==> config.mk <==
export PLATFORM = sky130hd
export DESIGN_NAME = ps2_host_tx
export DESIGN_NICKNAME = d
export VERILOG_FILES = /design/src/rtl/ps2_host_tx.sv
export SDC_FILE = /design/constraint.sdc
export NUM_CORES = 1
export LEC_CHECK = 0
export CAP_MARGIN = 15
export CORE_MARGIN = 2
export CORE_UTILIZATION = 40
export CTS_BUF_LIST = sky130_fd_sc_hd__clkbuf_16
export DETAILED_ROUTE_END_ITERATION = 10
export GPL_ROUTABILITY_DRIVEN = 0
export GPL_TIMING_DRIVEN = 0
export PLACE_DENSITY = 0.58
export RECOVER_POWER = 50
export SYNTH_ARGS = -nofsm -noshare
export SYNTH_HDL_FRONTEND = slang
export SYNTH_SLANG_ARGS = --single-unit
==> constraint.sdc <==
create_clock -name sys_clk -period 3.95 [get_ports sys_clk]
set_clock_uncertainty 0.1 [all_clocks]
set_input_delay 1.185 -clock sys_clk [delete_from_list [all_inputs] [get_ports sys_clk]]
set_output_delay 1.185 -clock sys_clk [all_outputs]
set_load 0.03 [all_outputs]
==> src/rtl/ps2_host_tx.sv <==
// PS/2 host-to-device transmitter.
// Holds the PS/2 clock low, issues request-to-send, then shifts the start bit,
// eight data bits (LSB first), odd parity and stop on device-generated falling
// clock edges, and samples the device ACK on the eleventh falling edge.
// rx_hold keeps the neighbouring receiver quiet for the whole host frame.
module ps2_host_tx #(
    parameter int INHIBIT_CYCLES = 6000,
    parameter int TIMEOUT_CYCLES = 1000000
) (
    input  logic       sys_clk,
    input  logic       reset,
    input  logic [7:0] tx_data,
    input  logic       tx_valid,
    output logic       tx_ready,
    input  logic       ps2_clk_s,
    input  logic       ps2_data_s,
    output logic       ps2_clk_oe,
    output logic       ps2_data_oe,
    output logic       rx_hold,
    output logic       done,
    output logic       ack_ok,
    output logic       error
);

    localparam int INH_W = $clog2(INHIBIT_CYCLES + 1);
    localparam int WD_W  = $clog2(TIMEOUT_CYCLES + 1);
    localparam logic [INH_W-1:0] INH_LAST = INH_W'(INHIBIT_CYCLES - 1);
    localparam logic [WD_W-1:0]  WD_LAST  = WD_W'(TIMEOUT_CYCLES - 1);
    localparam logic [INH_W-1:0] INH_ONE  = INH_W'(1);
    localparam logic [WD_W-1:0]  WD_ONE   = WD_W'(1);

    typedef enum logic [2:0] {
        ST_IDLE      = 3'd0,
        ST_INHIBIT   = 3'd1,
        ST_REQ       = 3'd2,
        ST_RELEASE   = 3'd3,
        ST_WAIT_IDLE = 3'd4
    } state_t;

    // Odd parity bit: makes the total count of ones over data+parity odd.
    function automatic logic odd_parity(input logic [7:0] b);
        return ~^b;
    endfunction

    state_t           state_r;
    logic [7:0]       shift_r;
    logic             parity_r;
    logic [3:0]       bit_cnt_r;
    logic [INH_W-1:0] inh_cnt_r;
    logic [WD_W-1:0]  wdog_cnt_r;
    logic             prev_clk_r;
    logic             clk_oe_r;
    logic             data_oe_r;
    logic             tx_ready_r;
    logic             rx_hold_r;
    logic             done_r;
    logic             ack_ok_r;
    logic             error_r;

    logic             fall_s;
    logic [3:0]       bit_next_s;
    logic             wdog_expire_s;

    assign fall_s        = prev_clk_r & ~ps2_clk_s;
    assign bit_next_s    = bit_cnt_r + 4'd1;
    assign wdog_expire_s = (wdog_cnt_r == WD_LAST);

    assign tx_ready    = tx_ready_r;
    assign ps2_clk_oe  = clk_oe_r;
    assign ps2_data_oe = data_oe_r;
    assign rx_hold     = rx_hold_r;
    assign done        = done_r;
    assign ack_ok      = ack_ok_r;
    assign error       = error_r;

    // Frame sequencer: state, counters, shift register and all registered outputs.
    always_ff @(posedge sys_clk) begin
        if (reset) begin
            state_r    <= ST_IDLE;
            shift_r    <= 8'h00;
            parity_r   <= 1'b0;
            bit_cnt_r  <= 4'd0;
            inh_cnt_r  <= '0;
            wdog_cnt_r <= '0;
            prev_clk_r <= 1'b1;
            clk_oe_r   <= 1'b0;
            data_oe_r  <= 1'b0;
            tx_ready_r <= 1'b1;
            rx_hold_r  <= 1'b0;
            done_r     <= 1'b0;
            ack_ok_r   <= 1'b0;
            error_r    <= 1'b0;
        end else begin
            prev_clk_r <= ps2_clk_s;
            done_r     <= 1'b0;
            error_r    <= 1'b0;
            case (state_r)
                ST_IDLE: begin
                    // tx_ready_r is high throughout IDLE, so tx_valid alone means accept.
                    if (tx_valid) begin
                        shift_r    <= tx_data;
                        parity_r   <= odd_parity(tx_data);
                        bit_cnt_r  <= 4'd0;
                        inh_cnt_r  <= '0;
                        ack_ok_r   <= 1'b0;
                        clk_oe_r   <= 1'b1;
                        data_oe_r  <= 1'b0;
                        tx_ready_r <= 1'b0;
                        rx_hold_r  <= 1'b1;
                        state_r    <= ST_INHIBIT;
                    end else begin
                        state_r <= ST_IDLE;
                    end
                end
                ST_INHIBIT: begin
                    if (inh_cnt_r == INH_LAST) begin
                        data_oe_r <= 1'b1;
                        state_r   <= ST_REQ;
                    end else begin
                        inh_cnt_r <= inh_cnt_r + INH_ONE;
                    end
                end
                ST_REQ: begin
                    // Release the clock with data still low: request-to-send.
                    clk_oe_r   <= 1'b0;
                    wdog_cnt_r <= '0;
                    state_r    <= ST_RELEASE;
                end
                ST_RELEASE: begin
                    if (wdog_expire_s) begin
                        clk_oe_r   <= 1'b0;
                        data_oe_r  <= 1'b0;
                        ack_ok_r   <= 1'b0;
                        error_r    <= 1'b1;
                        tx_ready_r <= 1'b1;
                        rx_hold_r  <= 1'b0;
                        state_r    <= ST_IDLE;
                    end else begin
                        wdog_cnt_r <= wdog_cnt_r + WD_ONE;
                        if (fall_s) begin
                            bit_cnt_r <= bit_next_s;
                            if (bit_next_s <= 4'd8) begin
                                data_oe_r <= ~shift_r[0];
                                shift_r   <= {1'b0, shift_r[7:1]};
                            end else if (bit_next_s == 4'd9) begin
                                data_oe_r <= ~parity_r;
                            end else if (bit_next_s == 4'd10) begin
                                data_oe_r <= 1'b0;
                            end else begin
                                ack_ok_r  <= ~ps2_data_s;
                                data_oe_r <= 1'b0;
                                state_r   <= ST_WAIT_IDLE;
                            end
                        end else begin
                            bit_cnt_r <= bit_cnt_r;
                        end
                    end
                end
                ST_WAIT_IDLE: begin
                    if (wdog_expire_s) begin
                        clk_oe_r   <= 1'b0;
                        data_oe_r  <= 1'b0;
                        ack_ok_r   <= 1'b0;
                        error_r    <= 1'b1;
                        tx_ready_r <= 1'b1;
                        rx_hold_r  <= 1'b0;
                        state_r    <= ST_IDLE;
                    end else begin
                        wdog_cnt_r <= wdog_cnt_r + WD_ONE;
                        if (ps2_clk_s && ps2_data_s) begin
                            done_r     <= 1'b1;
                            tx_ready_r <= 1'b1;
                            rx_hold_r  <= 1'b0;
                            state_r    <= ST_IDLE;
                        end else begin
                            state_r <= ST_WAIT_IDLE;
                        end
                    end
                end
                default: begin
                    clk_oe_r   <= 1'b0;
                    data_oe_r  <= 1'b0;
                    tx_ready_r <= 1'b1;
                    rx_hold_r  <= 1'b0;
                    state_r    <= ST_IDLE;
                end
            endcase
        end
    end

endmodule

==> metrics <==
GRT Residual Overflow=0; final hold violations=0; Synth Register Bits=57; hold path depth=2; Synth area leader=dfxtp_1; NetSw=482 µW; combinational power share=0.177; first-pass GRT wire length=14,600 µm; Vert. Die Dim=94.8 µm; Area Overhead vs Synth=18.0%; placed cell areas=3620 µm²; register area share after synthesis=0.346; Reg-to-Reg Start=wdog_cnt_r[11]; post-route minimum period=3050 ps; DRC=0; Post-synth EDFFs=0; worst r2r dst=wdog_cnt_r[0]; switching share of power=0.298; Yosys top cell area share=0.346; CTS tree=built; CP max stage delay=640 ps; PD cells=416 nW/µm²; Initial DRC Count=152; number of port buffers=19; CP cell instances=dlygate4sd3_1 -> or2b_1 -> a211oi_2 -> a211oi_1 -> a311oi_1; VDD IR-drop max=227 µV; CTS Buffer Depth=2; outcome=completed; Max-Cap Viols=0; hpwl dp=6140 µm; Pint=1.14 mW; static leakage=1.30 nW; hold buffers post-CTS=0; Main synth FF type=dfxtp_1; kind of cell adding the most delay to the critical path=compound AO/OA/AOI/OAI gates; clk_lat worst skew=330 ps; Tcrit/Tclk final=0.772; H-tree depth=3; worst path bufs/invs=1; clock power share=0.437; Ant. Diodes=0; CORE AREA=8090 µm²; number of global-route vias before repair=2,902; Setup violations, final=0; I/O Pins=20; DR vias=3,065; Post-Syn Area=3290 µm²; drt pass-1 iters=4; die area=8980 µm²; share of layout cells above drive strength 1=0.0935; worst hold endpoint=parity_r; Netlist cell types=66; Setup CP Type=input port to register; fraction of registers with async set/reset=0; RSZ-0062 raised after global routing=false; TritonCTS Buffers=9; die width=94.8 µm; CTS clk-pin slew, worst paths=50 ps; antenna-violating nets left=0; WP data required=4090 ps; Peak Freq=328 MHz; setup total negative slack=0 ps; initial antenna violation count=0; Post-Route WL=8650 µm; flop2flop setup slack=1490 ps; commonest non-fill, non-tap cell in the layout=dfxtp_1; Setup crit start kind=input port; row cnt=33; Critical Path AT=3190 ps; Slowest-stage cell, CP=a211oi_2; post-CTS setup buffer count=0; routed len/inst=16.2 µm; total track usage=0.209; fin area=3890 µm²; worst min path class=register to register; Syn. warnings=0; # resized after CTS=0; effective utilization at floorplan=0.407; worst-margin pin slew=792 ps; Cells after Synth=393; Rel. slew slack=0.470; Post-Syn Area per Cell=8.38 µm²; Final nets=442; CP Capture Type=register; CTS Sinks=57; largest cells by area after synthesis=dfxtp_1 (35%), nand2_1 (6.2%), xnor2_1 (5.3%), a21oi_1 (4.6%), nor2_1 (3.0%); vias per inst=5.75; Reg2Reg Depth=6; Hold Startpoint=parity_r; sequential share of power=0.386; Synthesized Nets=412; critical path peak fanout=10; pins over their slew limit=0; largest net degree at the start of global routing=12; Root Driver=clkbuf_16; leading cell types in the layout, fill and taps excluded=dfxtp_1 (57), nand2_1 (54), a21oi_1 (30)
==> state kept, by name, indices dropped and copies added (netlist names), 3 cells and up <==
name,cells
state_r,3
wdog_cnt_r,20
bit_cnt_r,4
shift_r,8
inh_cnt_r,13
==> cell type report <==
class | count | area [µm²]
clock buffers | 9 | 225
fillers | 831 | 4200
plain buffers | 22 | 128
clock inverters | 7 | 47.5
repair buffers | 19 | 190
multi-input cells | 307 | 2000
well taps | 105 | 131
inverters | 7 | 26.3
flip-flops and latches | 57 | 1140
==> worst min-delay path: cells and delay by family (launching register included) <==
family	cells	cell delay [ps]
flip-flops	1	310
AO/OA/AOI/OAI	1	50
AND/OR/NAND/NOR	1	50
==> cell families after synthesis <==
family                     share of synthesized area
buffers and inverters                         0.0467
DFF                                            0.346
xor gates and xnor gates                      0.0558
adders and majority gates                     0.0228
AOI/OAI and AO/OA                              0.250
and+or+nand+nor                                0.267
muxes                                         0.0122
==> Yosys cell counts, types with 4 or more instances <==
cell        n
dfxtp_1    57
nand2_1    54
a21oi_1    30
nor2_1     26
xnor2_1    20
nand3_1    18
clkbuf_1   14
a211oi_1   10
o21ai_0    10
a311oi_1    9
nand4_1     9
o211ai_1    8
inv_1       7
and2_1      6
ha_1        6
o2111ai_1   6
a2111o_1    5
nor2b_1     5
or3_1       5
a2111oi_0   4
a31oi_1     4
mux2i_1     4
nor3_1      4
nor3b_1     4
==> power by group through the flow <==
stage	Sequential, mW	Combinational (mW)	Clock [mW]
global placement	0.638	0.284	0
finish	0.625	0.286	0.708
CTS	0.626	0.289	0.719
detailed placement	0.638	0.288	0
floorplan	0.650	0.184	0
global route	0.630	0.315	0.746
==> metal layers <==
layer,up-vias,GRT usage,wire (µm)
met5,-,0,0
met4,0,0.0773,133
met3,15,0.0447,391
met2,58,0.312,3740
met1,1448,0.296,4380
li1,1544,-,-
==> how the worst max path moves through the flow <==
stage	start	end	slack, ps	depth (start not counted)
final	ps2_clk_s	shift_r[2]	900	5
after global routing	ps2_clk_s	shift_r[5]	700	5
after CTS	ps2_clk_s	shift_r[4]	1030	5
after detailed placement	ps2_clk_s	shift_r[4]	700	5
after global placement	ps2_clk_s	shift_r[4]	710	5
after floorplan	ps2_clk_s	shift_r[0]	1530	4
==> per-stage QoR <==
stage	hold slack (ps)	cells	setup slack, ps	utilization	power, mW
after global routing	403	533	697	0.481	1.69
after global placement	349	517	707	0.447	0.922
final	358	533	900	0.481	1.62
after CTS	360	533	1030	0.481	1.63
after floorplan	332	393	1530	-	0.834
after detailed placement	354	517	696	0.447	0.926
(Power assumes the default switching activity.)
